## src/rtl/j_sync6_load.sv

```systemverilog
// j_sync6_load: toggle-handshake feeder for the Jerry 6-bit load-enabled
// holding register. A request toggle from a foreign domain is synchronised
// and the asynchronous data is filtered for stability. The block then issues
// a one-cycle load strobe with the data and answers with an acknowledge toggle.
module j_sync6_load #(
  parameter int STABLE_CYCLES = 2  // identical samples required, 1..15
) (
  input  logic       sys_clk,
  input  logic       resetl,
  input  logic       src_req,
  input  logic [0:5] src_d,
  input  logic       clr,
  output logic       src_ack,
  output logic [0:5] d,
  output logic       ld,
  output logic       busy,
  output logic       overrun,
  output logic [3:0] glitch
);

  typedef enum logic [1:0] {
    ST_IDLE   = 2'd0,
    ST_SAMPLE = 2'd1,
    ST_LOAD   = 2'd2
  } state_t;

  // Count value at which the next matching sample completes the stability window.
  localparam logic [3:0] CNT_LAST = 4'(STABLE_CYCLES - 1);

  state_t     state_q, state_d;
  logic       req_s1_q, req_s1_d;
  logic       req_s2_q, req_s2_d;
  logic       req_s3_q, req_s3_d;
  logic       pending_q, pending_d;
  logic [0:5] sample_q, sample_d;
  logic [3:0] cnt_q, cnt_d;
  logic [0:5] d_q, d_d;
  logic       ld_q, ld_d;
  logic       src_ack_q, src_ack_d;
  logic       busy_q, busy_d;
  logic       overrun_q, overrun_d;
  logic [3:0] glitch_q, glitch_d;

  logic       ev_s;
  logic       glitch_inc_s;
  logic       overrun_set_s;

  // Next-state, datapath and flag computation for the whole transfer engine.
  always_comb begin
    state_d       = state_q;
    req_s1_d      = src_req;
    req_s2_d      = req_s1_q;
    req_s3_d      = req_s2_q;
    pending_d     = pending_q;
    sample_d      = sample_q;
    cnt_d         = cnt_q;
    d_d           = d_q;
    ld_d          = 1'b0;
    src_ack_d     = src_ack_q;
    overrun_d     = overrun_q;
    glitch_d      = glitch_q;
    glitch_inc_s  = 1'b0;
    overrun_set_s = 1'b0;

    // Each edge of the synchronised request is one transfer.
    ev_s = req_s2_q ^ req_s3_q;

    case (state_q)
      ST_IDLE: begin
        if (ev_s || pending_q) begin
          sample_d = src_d;
          cnt_d    = 4'd1;
          // Consuming a queued request while a new one arrives re-queues the new one.
          pending_d = pending_q & ev_s;
          if (STABLE_CYCLES == 1) begin
            state_d = ST_LOAD;
            d_d     = src_d;
            ld_d    = 1'b1;
          end else begin
            state_d = ST_SAMPLE;
          end
        end else begin
          state_d = ST_IDLE;
        end
      end
      ST_SAMPLE: begin
        if (src_d == sample_q) begin
          if (cnt_q == CNT_LAST) begin
            state_d = ST_LOAD;
            d_d     = sample_q;
            ld_d    = 1'b1;
          end else begin
            cnt_d = cnt_q + 4'd1;
          end
        end else begin
          // Data moved: restart the stability window on the new value.
          sample_d     = src_d;
          cnt_d        = 4'd1;
          glitch_inc_s = 1'b1;
        end
      end
      ST_LOAD: begin
        state_d   = ST_IDLE;
        src_ack_d = ~src_ack_q;
      end
      default: begin
        state_d = ST_IDLE;
      end
    endcase

    // Requests arriving while a transfer is in flight are queued one deep.
    if (ev_s && (state_q != ST_IDLE)) begin
      if (pending_q) begin
        overrun_set_s = 1'b1;
      end else begin
        pending_d = 1'b1;
      end
    end else begin
      overrun_set_s = 1'b0;
    end

    // Clear has priority over both error indicators.
    if (clr) begin
      overrun_d = 1'b0;
      glitch_d  = 4'd0;
    end else begin
      if (overrun_set_s) begin
        overrun_d = 1'b1;
      end else begin
        overrun_d = overrun_q;
      end
      if (glitch_inc_s && (glitch_q != 4'd15)) begin
        glitch_d = glitch_q + 4'd1;
      end else begin
        glitch_d = glitch_q;
      end
    end

    busy_d = (state_d != ST_IDLE) | pending_d;
  end

  // State and output registers; reset aborts any transfer in progress.
  always_ff @(posedge sys_clk or negedge resetl) begin
    if (!resetl) begin
      state_q   <= ST_IDLE;
      req_s1_q  <= 1'b0;
      req_s2_q  <= 1'b0;
      req_s3_q  <= 1'b0;
      pending_q <= 1'b0;
      sample_q  <= 6'd0;
      cnt_q     <= 4'd0;
      d_q       <= 6'd0;
      ld_q      <= 1'b0;
      src_ack_q <= 1'b0;
      busy_q    <= 1'b0;
      overrun_q <= 1'b0;
      glitch_q  <= 4'd0;
    end else begin
      state_q   <= state_d;
      req_s1_q  <= req_s1_d;
      req_s2_q  <= req_s2_d;
      req_s3_q  <= req_s3_d;
      pending_q <= pending_d;
      sample_q  <= sample_d;
      cnt_q     <= cnt_d;
      d_q       <= d_d;
      ld_q      <= ld_d;
      src_ack_q <= src_ack_d;
      busy_q    <= busy_d;
      overrun_q <= overrun_d;
      glitch_q  <= glitch_d;
    end
  end

  assign src_ack = src_ack_q;
  assign d       = d_q;
  assign ld      = ld_q;
  assign busy    = busy_q;
  assign overrun = overrun_q;
  assign glitch  = glitch_q;

endmodule
```

## config.mk

```make
export PLATFORM = sky130hd
export DESIGN_NAME = j_sync6_load
export DESIGN_NICKNAME = d
export VERILOG_FILES = /design/src/rtl/j_sync6_load.sv
export SDC_FILE = /design/constraint.sdc
export NUM_CORES = 1
export LEC_CHECK = 0
export BUFFER_PORTS_ARGS = -buffer_cell sky130_fd_sc_hd__buf_4
export CAP_MARGIN = 0
export CORE_MARGIN = 2
export CORE_UTILIZATION = 40
export CTS_CLUSTER_DIAMETER = 150
export DETAILED_ROUTE_END_ITERATION = 7
export PLACE_DENSITY = 0.63
export SYNTH_ARGS = -nofsm -noshare
export SYNTH_HDL_FRONTEND = slang
export SYNTH_SLANG_ARGS = --single-unit
```

## constraint.sdc

```tcl
create_clock -name sys_clk -period 3.75 [get_ports sys_clk]
set_input_delay 0.1875 -clock sys_clk [delete_from_list [all_inputs] [get_ports sys_clk]]
set_output_delay 0.1875 -clock sys_clk [all_outputs]
set_load 0.03 [all_outputs]
```

-- Word level (Yosys, flattened, before mapping)
Index checks and enable logic that the tools add are counted.
Widths: inputs -> output; s select.
- output and inout port bits: 14
- latch bits: 0
- bits in registers: 30
- memories: 0
- ROM bits: 0
- word-level logic and storage cells: 65
- bits in writable memories: 0
- bitwise operators: 4
- multiply operators: 0
- equality and inequality tests: 8
- reduce and logical (&&, ||, !) cells: 12
- shift-type cells: 0
- muxes and demuxes: 26
- div/mod/pow operators: 0
- magnitude comparators: 0
- add/sub/neg operators: 2
- operator list (kind ; count):
    $mux 4 ; 5
    $mux 1 ; 14
    $mux 6 ; 2
    $pmux 6 s2 ; 1
    $reduce_bool 2->1 ; 5
    $reduce_and 3->1 ; 3
    $add 4x1->4 const B ; 2
    $pmux 4 s2 ; 1
    $eq 6x6->1 ; 1
    $eq 4x1->1 const B ; 1
    $mux 2 ; 2
    $ne 2x2->1 const B ; 2
    $ne 4x4->1 const B ; 1
    $pmux 2 s2 ; 1
    $ne 3x3->1 const B ; 1
    $eq 2x1->1 const B ; 1
    $eq 2x2->1 const B ; 1
    $logic_and 1x1->1 ; 2
    $logic_not 2->1 ; 1
    $and 1x1->1 ; 1
    $logic_or 1x1->1 ; 1
    $not 1->1 ; 1
    $or 1x1->1 ; 1
    $xor 1x1->1 ; 1

-- Depth between registers and ports, before layout
- depth in word-level cells: 7
- mapped depth: 6
- depth with buffers taken out: 6

-- Worst setup path after synthesis
Ideal clock, no wire load.
- kind: register to register
- start: register sample_q[0] (netlist name)
- end: register d_q (netlist bit d[2])
- cell stages (with the launch flop): 6
- path slack: 2.109 ns
- clock period less this slack: 1.641 ns
- buffers on the path: 1
- arrival time: 1.514 ns
- library setup time: 0.128 ns
- path through: dfrtp_1 -> xor2_1 -> nor4_2 -> buf_6 -> nand4_4 -> mux2_1
- word-level cells in the longest chain between the ends: 2
- RTL lines (item ; line ; RTL):
    from (decl) ; 35 ; logic [0:5] sample_q, sample_d;
    from (signal assigned) ; 164 ; sample_q <= sample_d;
    $eq 6x6->1 ; 87 ; if (src_d == sample_q) begin
    $reduce_and 3->1 (no source line) ; n/a ;
    to (signal assigned) ; 152 ; d_q <= 6'd0;
    to (signal assigned) ; 166 ; d_q <= d_d;
    to (decl) ; 37 ; logic [0:5] d_q, d_d;
Every way passes these cells.
A chain may end at the register's enable or synchronous reset.

-- Final worst setup path
- start: register sample_q[0] (netlist name)
- end: register sample_q[3] (netlist name)
- word-level cells in the longest chain between the ends: 3
- RTL lines (item ; line):
    $eq 6x6->1 ; 87
    $ne 2x2->1 (no source line) ; n/a
    $reduce_and 3->1 (no source line) ; n/a
Every way passes these cells.

==> metrics.md <==
| Metric | Value |
|---|---|
| Max-slew headroom | `0.341` |
| Placer Congestion | `0.750` |
| Largest net degree at the start of global routing | `31` |
| H-tree depth | `2` |
| GR Overflow Total | `0` |
| Final period utilization | `0.604` |
| CTS tree | `built` |
| Area of the multi-input gates | `598 um2` |
| Clock Latency Late Sink | `320 ps` |
| Number of port buffers | `23` |
| # Post-CTS Setup Buffers | `0` |
| Critical-path maximum fanout | `11` |
| Critical path type | `register to register` |
| Post-layout net count | `152` |
| Slowest CP cell | `nor4_2` |
| Synthesized area per cell | `12.6 um2` |
| Sequential Area | `751 um2` |
| Area grow syn2layout | `21.5%` |
| R2R depth | `4` |
| Design Power | `0.000820 W` |
| HP Class | `input pin to register` |
| Die height | `62.6 um` |
| FMAX | `0.442 GHz` |
| Commonest cells in the netlist | `dfrtp_1, mux2_2, nand2_1, xor2_1, nor2b_1` |
| Drt via density | `4.90` |
| Max-cap violations | `0` |
| Post-synth EDFFs | `0` |
| Via count of the first global-routing pass | `900` |
| DRC | `0` |
| Placed cell count | `176` |
| First-pass DRT Iterations | `4` |
| Slew @ Worst Pin | `980 ps` |
| VDD IR max | `0.267 mV` |
| Outcome | `completed` |
| Leading post-synthesis cells by cell area | `dfrtp_1, mux2_2, xor2_1` |
| # setup viols final | `0` |
| CP Cell Sequence | `xor2_1 > nor4_2 > a31oi_2 > mux2_2` |
| Seq/Total Area, Yosys | `0.546` |
| Most common cell in the netlist | `dfrtp_1` |
| Starting Density | `0.415` |
| Non-Filler Instances | `186` |
| Clock sink count | `30` |
| Min Tclk post-route | `2260 ps` |
| Synth Flop Type | `dfrtp_1` |
| Hold Path Depth | `2` |
| Most used routing layer | `met2` |
| Yosys warns | `0` |
| ANT cells | `0` |
| Crit path DAT | `2470 ps` |
| Num ports | `24` |
| Async S/R FF share, synth | `1.00` |
| Critical path launch point type | `register` |
| Routed WL per cell | `12.6 um` |
| CTS Buf Count | `5` |
| Synth top area share | `0.546` |
| Yosys reg bits | `30` |
| Root Driver | `clkbuf_4` |
| Max stage delay on crit path | `860 ps` |
| Leakage power total | `0.761 nW` |
| Hpwl dp | `1700 um` |
| Worst EP required | `3950 ps` |
| Crit end category | `register` |
| GR met3 Demand/Resource | `0.0486` |
| Overall routing resource usage | `0.139` |
| Final hold vios | `0` |
| # fillers | `318` |
| Row Count | `21` |
| CTS resizes | `0` |
| Clk slew on worst S/H paths | `90 ps` |
| Die width | `62.6 um` |
| First-pass GRT wire length | `4130 um` |
| Detail Route Antenna Nets | `0` |
| Unique masters post-synth | `32` |
| Met1 Use GR | `0.173` |
| Grt met2 use | `0.215` |
| Post-Route WL | `2340 um` |
| Area leader, netlist | `dfrtp_1` |
| Initial detailed-routing violation count | `15` |
| Final Skew | `16.0 ps` |
| Setup TNS | `0 ps` |
| Layout cells sized above 1 | `0.371` |
| Final WS setup | `1490 ps` |
| Die Area | `0.00392 mm2` |
| Max Transition Viols Final | `0` |
| Max Buffers Root-to-Sink | `2` |
| Vias post-DR | `911` |
| Syn Nets | `122` |
| Initial antenna violation count | `0` |
| Post-Syn Area | `0.00138 mm2` |
| Place WS | `1490 ps` |
| Power density cells | `491 mW/mm2` |
| Core footprint | `0.00331 mm2` |
| RSZ-0062 raised after global routing | `false` |
| Cell count after synthesis | `109` |
cells by family (layout without fill, tap and decap cells):
family | Yosys count | after routing | share of synthesized area
simple gates | 35 | 35 | 0.159
flops | 30 | 30 | 0.546
mux | 17 | 17 | 0.138
compound gates | 10 | 10 | 0.0519
xor+xnor | 8 | 8 | 0.0510
buf+inv | 5 | 36 | 0.0191
fa+ha+maj | 4 | 4 | 0.0346
power breakdown:
part | switching [W] | leakage, nW | internal, W
sequential | 0.0000291 | 0.367 | 0.000368
combinational | 0.000132 | 0.359 | 0.0000960
clock | 0.000104 | 0.0353 | 0.0000907
cell usage in the layout, fill, tap and decap left out, types with 2 or more instances in the layout:
| master | synthesis | layout |
|---|---|---|
| ha_1 | 3 | 3 |
| nand2_1 | 7 | 7 |
| clkbuf_4 | 0 | 5 |
| a21oi_1 | 3 | 3 |
| mux2_2 | 15 | 15 |
| buf_4 | 0 | 23 |
| nand3_1 | 5 | 5 |
| dlygate4sd3_1 | 0 | 2 |
| nor2_1 | 5 | 5 |
| nand2b_1 | 3 | 3 |
| nor2b_1 | 6 | 6 |
| xor2_1 | 7 | 7 |
| dfrtp_1 | 30 | 30 |
| inv_1 | 3 | 3 |
| and4_2 | 2 | 2 |
worst max-delay path, delay by kind of cell (launching register included):
| kind | cells | cell delay (ps) |
|---|---|---|
| AOI/OAI and AO/OA | 1 | 350 |
| DFF | 1 | 410 |
| xor gates and xnor gates | 1 | 170 |
| muxes | 1 | 360 |
| and+or+nand+nor | 1 | 860 |
per-layer routing:
layer / share of wire / up-vias / routed length (um)
li1: - / 446 / -
met1: 0.45 / 438 / 1050
met2: 0.49 / 22 / 1140
met3: 0.043 / 5 / 101
met4: 0.021 / 0 / 49
met5: 0 / - / 0
metrics by stage:
stage,hold slack (ps),area [um2],util
floorplan,-108,1380,-
global placement,132,1590,0.480
detailed placement,139,1590,0.480
CTS,78.3,1670,0.505
global route,75.1,1670,0.505
finish,93.7,1670,0.505
area by class of cell:
class	count	area share
clock buffer	7	0.0330
tap	46	0.0345
sequential	30	0.449
multi-input combinational	74	0.358
inverter	3	0.00674
clock inverter	1	0.00300
timing repair buffer	25	0.115
state kept, by name, indices dropped and copies added (netlist names), 2 cells and up:
signal	flops
cnt_q	4
d	6
glitch	4
sample_q	6
state_q	2
final timing paths:
check,start,endpoint,slack (ps)
min in group asynchronous,resetl,ld,320
worst max-delay path,sample_q[0],sample_q[3],1490
worst min-delay path,clr,overrun,90
max in group asynchronous,resetl,d[3],3140
worst max register to register,sample_q[0],sample_q[3],1490
worst min register to register,req_s1_q,req_s2_q,360
what timing repair did:
item / in CTS / in global routing
hold buffers: 2 / 0
endpoints found under the setup margin: 0 / 0
hold endpoints to repair: 31 / 0
(Power assumes the default switching activity.)
